`src/rtl/row_line_parser.sv`:
```
// row_line_parser: ASCII '@'/'.' byte stream to MSB-first bit rows with length, index and end marker.
module row_line_parser #(
  parameter int MAX_N = 8,
  parameter int MAX_N_W = (MAX_N <= 1) ? 1 : $clog2(MAX_N + 1),
  parameter int IDX_W = 16,
  parameter logic [7:0] ONE_CHAR = 8'h40,
  parameter logic [7:0] ZERO_CHAR = 8'h2E
) (
  input  logic               clk,
  input  logic               rst_n,
  input  logic               in_valid,
  output logic               in_ready,
  input  logic [7:0]         in_data,
  input  logic               in_last,
  output logic               out_valid,
  input  logic               out_ready,
  output logic [MAX_N-1:0]   out_row,
  output logic [MAX_N_W-1:0] out_n,
  output logic [IDX_W-1:0]   out_idx,
  output logic               out_last,
  output logic               err_overflow,
  output logic               err_char
);
  localparam logic [MAX_N-1:0] TOP = MAX_N'(1) << (MAX_N - 1);
  logic [MAX_N-1:0] acc_row, row_w;
  logic [MAX_N_W-1:0] acc_n, n_w;
  logic [IDX_W-1:0] idx_q;
  logic take, is_lf, is_bit, is_one, bad, full, emit;
  assign in_ready = !out_valid || out_ready;
  assign take = in_valid && in_ready;
  assign is_lf = in_data == 8'h0A;
  assign is_bit = !is_lf && in_data != 8'h0D;
  assign is_one = is_bit && in_data == ONE_CHAR;
  assign bad = is_bit && in_data != ONE_CHAR && in_data != ZERO_CHAR;
  assign full = acc_n == MAX_N_W'(MAX_N);
  // a saturated counter shifts the marker out entirely, so overflow bits vanish
  assign row_w = is_one ? acc_row | (TOP >> acc_n) : acc_row;
  assign n_w = acc_n + MAX_N_W'(is_bit && !full);
  assign emit = take && (is_lf || in_last);
  always_ff @(posedge clk or negedge rst_n) begin
    if (!rst_n) begin
      acc_row <= '0;
      acc_n <= '0;
      idx_q <= '0;
      out_valid <= 1'b0;
      out_row <= '0;
      out_n <= '0;
      out_idx <= '0;
      out_last <= 1'b0;
      err_overflow <= 1'b0;
      err_char <= 1'b0;
    end else begin
      if (take) begin
        acc_row <= emit ? '0 : row_w;
        acc_n <= emit ? '0 : n_w;
        err_overflow <= err_overflow | (is_bit && full);
        err_char <= err_char | bad;
      end
      if (emit) begin
        out_row <= row_w;
        out_n <= n_w;
        out_idx <= idx_q;
        out_last <= in_last;
        idx_q <= idx_q + IDX_W'(1);
      end
      out_valid <= emit || (out_valid && !out_ready);
    end
  end
endmodule

```
`config.mk`:
```
export PLATFORM = sky130hd
export DESIGN_NAME = row_line_parser
export DESIGN_NICKNAME = d
export VERILOG_FILES = /design/src/rtl/row_line_parser.sv
export SDC_FILE = /design/constraint.sdc
export NUM_CORES = 1
export LEC_CHECK = 0
export ABC_AREA = 0
export CAP_MARGIN = 15
export CORE_MARGIN = 3
export CORE_UTILIZATION = 55
export CTS_CLUSTER_SIZE = 14
export DETAILED_ROUTE_END_ITERATION = 10
export PLACE_DENSITY = 0.82
export SYNTH_ARGS = -nofsm -noshare
export SYNTH_HDL_FRONTEND = slang
export SYNTH_SLANG_ARGS = --single-unit
```
`constraint.sdc`:
```
create_clock -name clk -period 5.2 [get_ports clk]
set_input_delay 1.04 -clock clk [delete_from_list [all_inputs] [get_ports clk]]
set_output_delay 1.04 -clock clk [all_outputs]
set_load 0.05 [all_outputs]
```
Word-level counts from Yosys, hierarchy flattened
Cells that the tools add are included.
Storage, ports and cells
  register bits after elaboration: 60
  input bits: 13
  output and inout port bits: 33
  logic and storage cells: 41
Operators by class
  $add $sub $neg: 2
  equal/unequal tests: 6
  shift operators: 1
  muxes and demuxes: 3
  bitwise operators: 3
  reduce and logical (&&, ||, !) cells: 16
Operators by type and width (number)
  $add 16x1->16 const B: 1
  $mux 8: 2
  $logic_and 1x1->1: 9
  $eq 8x4->1 const B: 1
  $eq 8x7->1 const B: 1
  $ne 8x4->1 const B: 1
  $ne 8x6->1 const B: 1
  $ne 8x7->1 const B: 1
  $or 8x8->8: 1
  $shr 8x4->8 const A: 1
  $add 4x1->4: 1
  $eq 4x4->1 const B: 1
  $logic_not 1->1: 4
  $mux 4: 1
  $logic_or 1x1->1: 3
  $or 1x1->1: 2

Logic depth before layout (Yosys ltp)
Gate-level depths: netlist (run 1).
  depth in word-level cells: 6
  gate-level depth with buffers: 7
  mapped depth without buffers: 7

Worst setup path after synthesis (run 1)
OpenSTA, ideal clock, no wires.
  path kind: in2reg
  start point: in out_ready
  end point: reg idx_q[1]
  setup time: 0.125 ns
  data arrival time: 2.479 ns
  required time: 5.075 ns
  setup slack: 2.597 ns
  stages: 4
  buffers on the path: 0
  cells stage by stage: nand2b_1 > nand2_1 > nor2_2 > mux2_2
On the way
  longest elaborated chain between the ends: 3
Ends and longest elaborated chain
  start: declaration: line 16  | input logic out_ready,
  $logic_or 1x1->1: line 29  | assign in_ready = !out_valid || out_ready;
  $logic_and 1x1->1: line 30  | assign take = in_valid && in_ready;
  $logic_and 1x1->1: line 39  | assign emit = take && (is_lf || in_last);
  end signal: assignment: line 64  | idx_q <= idx_q + IDX_W'(1);
  end: declaration: line 27  | logic [IDX_W-1:0] idx_q;
No other way between the ends.
A chain may end at the register's enable or synchronous reset.

Worst setup path in the final report (run 1)
  start point: in out_ready
  end point: out in_ready
On the way
  longest elaborated chain between the ends: 1
Ends and longest elaborated chain
  $logic_or 1x1->1: line 29
  end: declaration: line 12  | output logic in_ready,
No other way between the ends.

==> run metrics, run 1 <==
Fin Setup TNS=0 ns; Layout Nets=285; Antenna Diode Count=0; layout cells sized above 1=16.4%; Die Ht=76.9 microns; status=completed; endpoints failing setup=0; postcts setup bufs=0; Worst EP arrival=2.53 ns; most used routing layer in global routing=met2; num rows=25; Die Wd=76.9 microns; initial antenna violation count=0; Synth area leader=dfrtp_1; Mean Syn Cell Area=12.5 sq um; Final Power=1.41 mW; maximum vdd drop=0.278 mV; first-pass GRT wire length=9.45 mm; all-layer global routing usage=20.1%; Yosys Warn Count=0; most common cell after layout, fill and taps aside=dfrtp_1; grt met1 use=25.7%; htree depth=3; Setup WS pre-CTS=1.62 ns; Crit. End Element=output port; total number of vias=1,895; WP data required=4.16 ns; unrepaired setup endpoints after global routing=no; Post-synth EDFFs=0; setup ws final=1.63 ns; drt first-iter violations=119; Rel. slew slack=45.1%; met3 Track Usage GR=5.05%; IO Count=46; Clock Latency Late Sink=0.33 ns; hold_buf cts=0; kind of critical path=primary input to output port; Initial Utilization=57.8%; DR pass1 iterations=4; final core utilization=72.3%; antenna-violating nets left=0; Final Hold Violating Endpoints=0; CP Cell Sequence=clkdlybuf4s50_1, nand2b_1, clkdlybuf4s50_1; largest net degree at the start of global routing=61; clk buf depth=2; CP max stage delay=0.85 ns; HPWL after detailed placement=3.47 mm; post_cts resized=0; power per cell area=407 nW/um^2; Crit path top cell by count=clkdlybuf4s50_1; die footprint=5910 sq um; Post-Syn Area=2770 sq um; dpl cells=325; Tightest Pin Transition=0.812 ns; TritonCTS clock tree=built; CP top delay family=buffers and inverters; top post-synthesis cells by area=dfrtp_1, mux2_4, xor2_1, o21ai_0, a41oi_1; number of I/O port buffers=45; Core Area=4790 sq um; register area share after synthesis=54.3%; root buf cell=clkbuf_8; Distinct cells, synth=41; Final min period=3.57 ns; Non-Filler Instances=341; Leakage=1.62 nW; remaining global-route overflow=0; synth-to-layout area growth=25.1%; total CTS buffers=9; Synth top area share=54.3%; Buf/Inv on CP=2; min-delay worst type=register to register; Clock Sink Count=60; FMAX=280 MHz; fraction of registers with async set or reset after synthesis=100%; Worst Clk Skew=0.00735 ns; GR Util met2=31.5%; final WL=5.35 mm; number of global-route vias before repair=1,989; vias per cell=5.56; top_reg_cell synth=dfrtp_1; Worst Setup Start Kind=primary input; #FFs+latches synth=60; most frequent cells in the layout=dfrtp_1, clkdlybuf4s50_1, mux2_4; DR WL/cell=15.7 microns; crit path max-delay cell type=clkdlybuf4s50_1; Max Cap Violations=0; Residual DRC=0; cells after synthesis=222; Final period util=68.7%; Final Slew Violations=0; Max FO, Critical Path=6; routability cong.=0.769; Reg clk slew, reported paths=0.06 ns; post-synthesis net count=238
-- worst paths after layout --
check                                              start                        to  slack (ns)  cells after the start
min in group asynchronous                          rst_n    acc_row[4]$_DFFE_PN0P_        0.86                      2
max in group asynchronous                          rst_n      idx_q[7]$_DFFE_PN0P_        3.87                      2
worst max-delay path                           out_ready                  in_ready        1.63                      3
worst min-delay path            err_overflow$_DFFE_PN0P_  err_overflow$_DFFE_PN0P_        0.46                      1
worst max register to register      acc_n[0]$_DFFE_PN0P_      out_n[1]$_DFFE_PN0P_        3.14                      5
worst min register to register  err_overflow$_DFFE_PN0P_  err_overflow$_DFFE_PN0P_        0.46                      1
-- Yosys cell counts, types with 2 or more instances --
library cell / n
a21o_1: 4
a21oi_1: 4
a22o_1: 4
a31oi_1: 6
a41oi_1: 9
and2_1: 2
and3_1: 4
and4_1: 2
buf_6: 4
clkbuf_1: 5
dfrtp_1: 60
ha_1: 3
inv_1: 2
mux2_2: 2
mux2_4: 18
nand2_1: 6
nand3_1: 4
nand4_1: 2
nor2_1: 14
nor3_1: 5
nor3b_1: 4
nor4_1: 2
nor4b_1: 7
o21ai_0: 17
xnor2_1: 3
xor2_1: 14
-- report_power, final --
| part | switching (mW) | leakage (nW) | internal [mW] | total (mW) |
|---|---|---|---|---|
| clock | 0.176 | 0.107 | 0.282 | 0.458 |
| combinational | 0.211 | 0.708 | 0.147 | 0.358 |
| sequential | 0.0614 | 0.802 | 0.529 | 0.590 |
| total | 0.448 | 1.62 | 0.958 | 1.41 |
-- area by class of cell --
cell class	instances	area, sq um
Sequential cell	60	1500
Multi-Input combinational cell	149	1190
Timing Repair Buffer	47	460
Clock inverter	4	72.6
Fill cell	344	1330
Clock buffer	12	145
Tap cell	67	83.8
Inverter	2	7.51
-- logic make-up (layout without fill, tap and decap cells) --
group,Yosys count,in the layout,share of synthesized area (%)
AOI/OAI and AO/OA,46,46,11.0
buffers and inverters,13,65,3.03
and+or+nand+nor,63,63,14.4
adders and majority gates,3,3,1.36
muxes,20,20,10.6
DFF,60,60,54.3
xor gates and xnor gates,17,17,5.38
-- sequential cells by signal (all words and copies together) (netlist names) --
register,count
out_n,4
err_overflow,1
acc_row,8
idx_q,16
out_idx,16
out_last,1
out_row,8
err_char,1
out_valid,1
acc_n,4
-- per-layer routing --
metal / vias to the layer above / part of all wire (%)
li1: 909 / -
met5: - / 0
met2: 49 / 48
met1: 930 / 46
met3: 7 / 4.2
met4: 0 / 1.8
-- per-stage QoR --
step           area, sq um  hold slack (ns)
6_report              3460            0.456
5_1_grt               3460            0.490
4_1_cts               3460            0.466
3_5_place_dp          3240            0.452
3_3_place_gp          3240            0.448
2_1_floorplan         2770            0.442
Power figures use the tool's default switching activity.
==> inputs of run 2 (changes only) <==
CORE_UTILIZATION = 48   (was 55)
PLACE_DENSITY = 0.76   (was 0.82)
clock period = 2.86 ns   (was 5.2 ns; I/O delays follow)
==> run metrics, run 2 (same netlist as run 1, synthesis figures left out) <==
status=completed; Cell Int Power=1.57 mW; initial antenna violation count=0; Clock Sink Count=60; Worst EP arrival=2.41 ns; Final period util=76.5%; Tightest Pin Transition=0.793 ns; number of I/O port buffers=45; switching share of total power=33.8%; number of global-route vias before repair=1,947; FMAX=457 MHz; Core Area=5540 sq um; Regs by FF count=idx_q x16, out_idx x16; Layout Nets=291; Final Power=2.37 mW; power per cell area=687 nW/um^2; unrepaired setup endpoints after global routing=no; Rel. slew slack=46.4%; Worst Clk Skew=0.00686 ns; Clock Latency Late Sink=0.34 ns; setup ws final=0.671 ns; clk buf depth=2; final core utilization=62.3%; NetSw=0.802 mW; all-layer global routing usage=18.2%; cell area after layout=3450 sq um; Placed Instance Area=3290 sq um; endpoints failing setup=0; Final Slew Violations=0; first-pass GRT wire length=9.11 mm; Logic pwr share=27.7%; Non-Filler Instances=352; drt first-iter violations=74; Fin Setup TNS=0 ns; Antenna Diode Count=0; HPWL after detailed placement=3.69 mm; hold_buf cts=0; most frequent cells in the layout=dfrtp_1, clkdlybuf4s50_1, mux2_4; Worst Setup Start Kind=primary input; total number of vias=1,932; hold_ws=0.369 ns; maximum vdd drop=0.415 mV; DR WL/cell=15.2 microns; postcts setup bufs=0; Die Ht=81.9 microns; vias per cell=5.49; kind of critical path=primary input to register; Filler cells=440; Die Wd=81.9 microns; Max Cap Violations=0; synth-to-layout area growth=24.8%; DR pass1 iterations=4; Final Hold Violating Endpoints=0; most common cell after layout, fill and taps aside=dfrtp_1; Crit. End Element=register; post_cts resized=0; routability cong.=0.888; IO Count=46; root buf cell=clkbuf_8; TritonCTS clock tree=built; largest net degree at the start of global routing=61; Residual DRC=0; dpl cells=336; Final min period=2.19 ns; Initial Utilization=49.9%; Reg clk slew, reported paths=0.07 ns; final WL=5.34 mm; num rows=27; die footprint=6710 sq um; WP data required=3.08 ns; Clock power frac=27.2%; Setup WS pre-CTS=0.328 ns; antenna-violating nets left=0; htree depth=3; Leakage=1.62 nW; sequential fraction of design power=45.1%; remaining global-route overflow=0; min-delay worst type=primary input to async pin; layout cells sized above 1=17.9%; Max FO, Critical Path=6; total CTS buffers=9
## run 2: path summary, 6_finish.rpt
| check | to | slack, ns | cells past startpoint | start |
|---|---|---|---|---|
| worst min register to register | err_char$_DFFE_PN0P_ | 0.45 | 1 | err_char$_DFFE_PN0P_ |
| worst max-delay path | out_n[1]$_DFFE_PN0P_ | 0.67 | 7 | in_data[5] |
| min in group clk | err_char$_DFFE_PN0P_ | 0.45 | 1 | err_char$_DFFE_PN0P_ |
| worst max register to register | out_n[1]$_DFFE_PN0P_ | 0.85 | 5 | acc_n[0]$_DFFE_PN0P_ |
| worst min-delay path | out_row[4]$_DFFE_PN0P_ | 0.37 | 2 | rst_n |
| max in group asynchronous | out_last$_DFFE_PN0P_ | 2.00 | 2 | rst_n |
## run 2: routing by layer
layer / track usage (%) / up-vias / routed length [microns]
met2: 28.4 / 39 / 2550
met3: 5.92 / 9 / 210
met5: 0 / - / 0
met1: 23.4 / 961 / 2500
li1: - / 923 / -
met4: 7.81 / 0 / 79
## run 2: worst max-delay path: stages
cell and delay [ns]:
clkdlybuf4s50_1 0.51, nor2_1 0.25, o2111a_1 0.25, nor2_1 0.05
ha_1 0.21, ha_1 0.30, mux2_4 0.27
## run 2: area by class of cell
cell class	instances	area, sq um	area share, %
Timing Repair Buffer	53	503	14.6
Sequential cell	60	1500	43.5
Clock inverter	2	10.0	0.290
Clock buffer	14	153	4.42
Inverter	2	7.51	0.217
Tap cell	72	90.1	2.61
Multi-Input combinational cell	149	1190	34.4
## run 2: power by group through the flow
stage / registers, mW / logic [mW] / clock network (mW)
final: 1.07 / 0.657 / 0.645
after floorplan: 1.28 / 0.236 / 0
after CTS: 1.07 / 0.664 / 0.661
after global placement: 1.09 / 0.650 / 0
after detailed placement: 1.09 / 0.662 / 0
after global routing: 1.09 / 0.697 / 0.706
==> inputs of run 3 (changes only) <==
CORE_UTILIZATION = 53   (was 48)
PLACE_DENSITY = 0.8   (was 0.76)
clock period = 2.15 ns   (was 2.86 ns; I/O delays follow)
==> run metrics, run 3 (same netlist as run 1, synthesis figures left out) <==
Final period util=95.5%; most frequent cells in the layout=dfrtp_1, clkdlybuf4s50_1, buf_4; Worst EP arrival=2.28 ns; clk buf depth=2; drt first-iter violations=150; IO Count=46; routability cong.=0.794; postcts setup bufs=0; Final min period=2.05 ns; Max FO, Critical Path=3; largest net degree at the start of global routing=61; Core Area=4880 sq um; DR pass1 iterations=4; Setup WS pre-CTS=-0.270 ns; GR Util met2=33.9%; Clock Sink Count=60; min-delay worst type=primary input to async pin; most used routing layer in global routing=met2; total CTS buffers=9; WP data required=2.38 ns; cell area after layout=3680 sq um; Tightest Pin Transition=0.512 ns; power per cell area=916 nW/um^2; met3 Track Usage GR=5.50%; layout cells sized above 1=24.5%; final core utilization=75.5%; synth-to-layout area growth=33.2%; root buf cell=clkbuf_8; Filler cells=334; Crit. End Element=register; initial antenna violation count=0; status=completed; TritonCTS clock tree=built; most common cell after layout, fill and taps aside=dfrtp_1; grt met1 use=26.5%; Residual DRC=0; Fin Setup TNS=0 ns; Layout Nets=306; first-pass GRT wire length=10.0 mm; Initial Utilization=56.7%; num rows=25; vias per cell=5.60; Final Slew Violations=0; Die Ht=78.2 microns; all-layer global routing usage=21.1%; FMAX=487 MHz; Regs by FF count=idx_q x16, out_idx x16; Placed Instance Area=3450 sq um; Die Wd=78.2 microns; Leakage=1.75 nW; Worst Setup Start Kind=primary input; DR WL/cell=16.2 microns; Rel. slew slack=65.8%; hold_buf cts=0; setup ws final=0.0966 ns; Final Hold Violating Endpoints=0; number of I/O port buffers=45; endpoints failing setup=0; unrepaired setup endpoints after global routing=no; HPWL after detailed placement=4.06 mm; kind of critical path=primary input to register; Antenna Diode Count=0; post_cts resized=0; hold_ws=0.0897 ns; final WL=5.84 mm; maximum vdd drop=0.707 mV; Worst Clk Skew=0.00481 ns; htree depth=3; Max Cap Violations=0; Clock Latency Late Sink=0.33 ns; remaining global-route overflow=0; Reg clk slew, reported paths=0.06 ns; die footprint=6120 sq um; number of global-route vias before repair=2,095; antenna-violating nets left=0; total number of vias=2,022
==> run 3: routing by layer <==
metal / part of all wire [%] / vias to the layer above
li1: - / 953
met2: 50 / 53
met3: 4.6 / 9
met1: 44 / 1007
met4: 1.7 / 0
met5: 0 / -
==> run 3: through the flow <==
| step | cells | power, mW |
|---|---|---|
| after floorplan | 222 | 2.02 |
| after global placement | 346 | 2.35 |
| after detailed placement | 346 | 2.37 |
| after CTS | 361 | 3.40 |
| after global routing | 361 | 3.52 |
| final | 361 | 3.37 |
==> run 3: final timing paths <==
| check | start | to | slack (ns) | depth (start not counted) |
|---|---|---|---|---|
| max in group asynchronous | rst_n | out_idx[9]$_DFFE_PN0P_ | 1.80 | 2 |
| worst min-delay path | rst_n | out_row[2]$_DFFE_PN0P_ | 0.09 | 2 |
| min in group clk | err_char$_DFFE_PN0P_ | err_char$_DFFE_PN0P_ | 0.47 | 1 |
| worst min register to register | err_char$_DFFE_PN0P_ | err_char$_DFFE_PN0P_ | 0.47 | 1 |
| worst max register to register | acc_n[1]$_DFFE_PN0P_ | out_n[1]$_DFFE_PN0P_ | 0.25 | 5 |
| worst max-delay path | in_data[7] | err_char$_DFFE_PN0P_ | 0.1 | 6 |
==> run 3: final cells by class <==
class | count | area, sq um | share of cell area [%]
tap | 67 | 83.8 | 2.28
clock buffer | 15 | 206 | 5.61
inverter | 2 | 7.51 | 0.204
timing repair buffer | 68 | 666 | 18.1
multi-input combinational | 149 | 1220 | 33.1
sequential | 60 | 1500 | 40.8
==> run 3: power by group <==
group | leakage (nW) | internal [mW] | switching, mW | total (mW)
registers | 0.802 | 1.28 | 0.140 | 1.42
clock network | 0.108 | 0.602 | 0.415 | 1.02
logic | 0.839 | 0.400 | 0.538 | 0.938
==> run 3: worst max-delay path: stages <==
cell	delay [ns]
clkdlybuf4s50_1	0.46
buf_4	0.16
or4b_4	0.56
or3_1	0.32
a21o_1	0.18
a21o_1	0.17
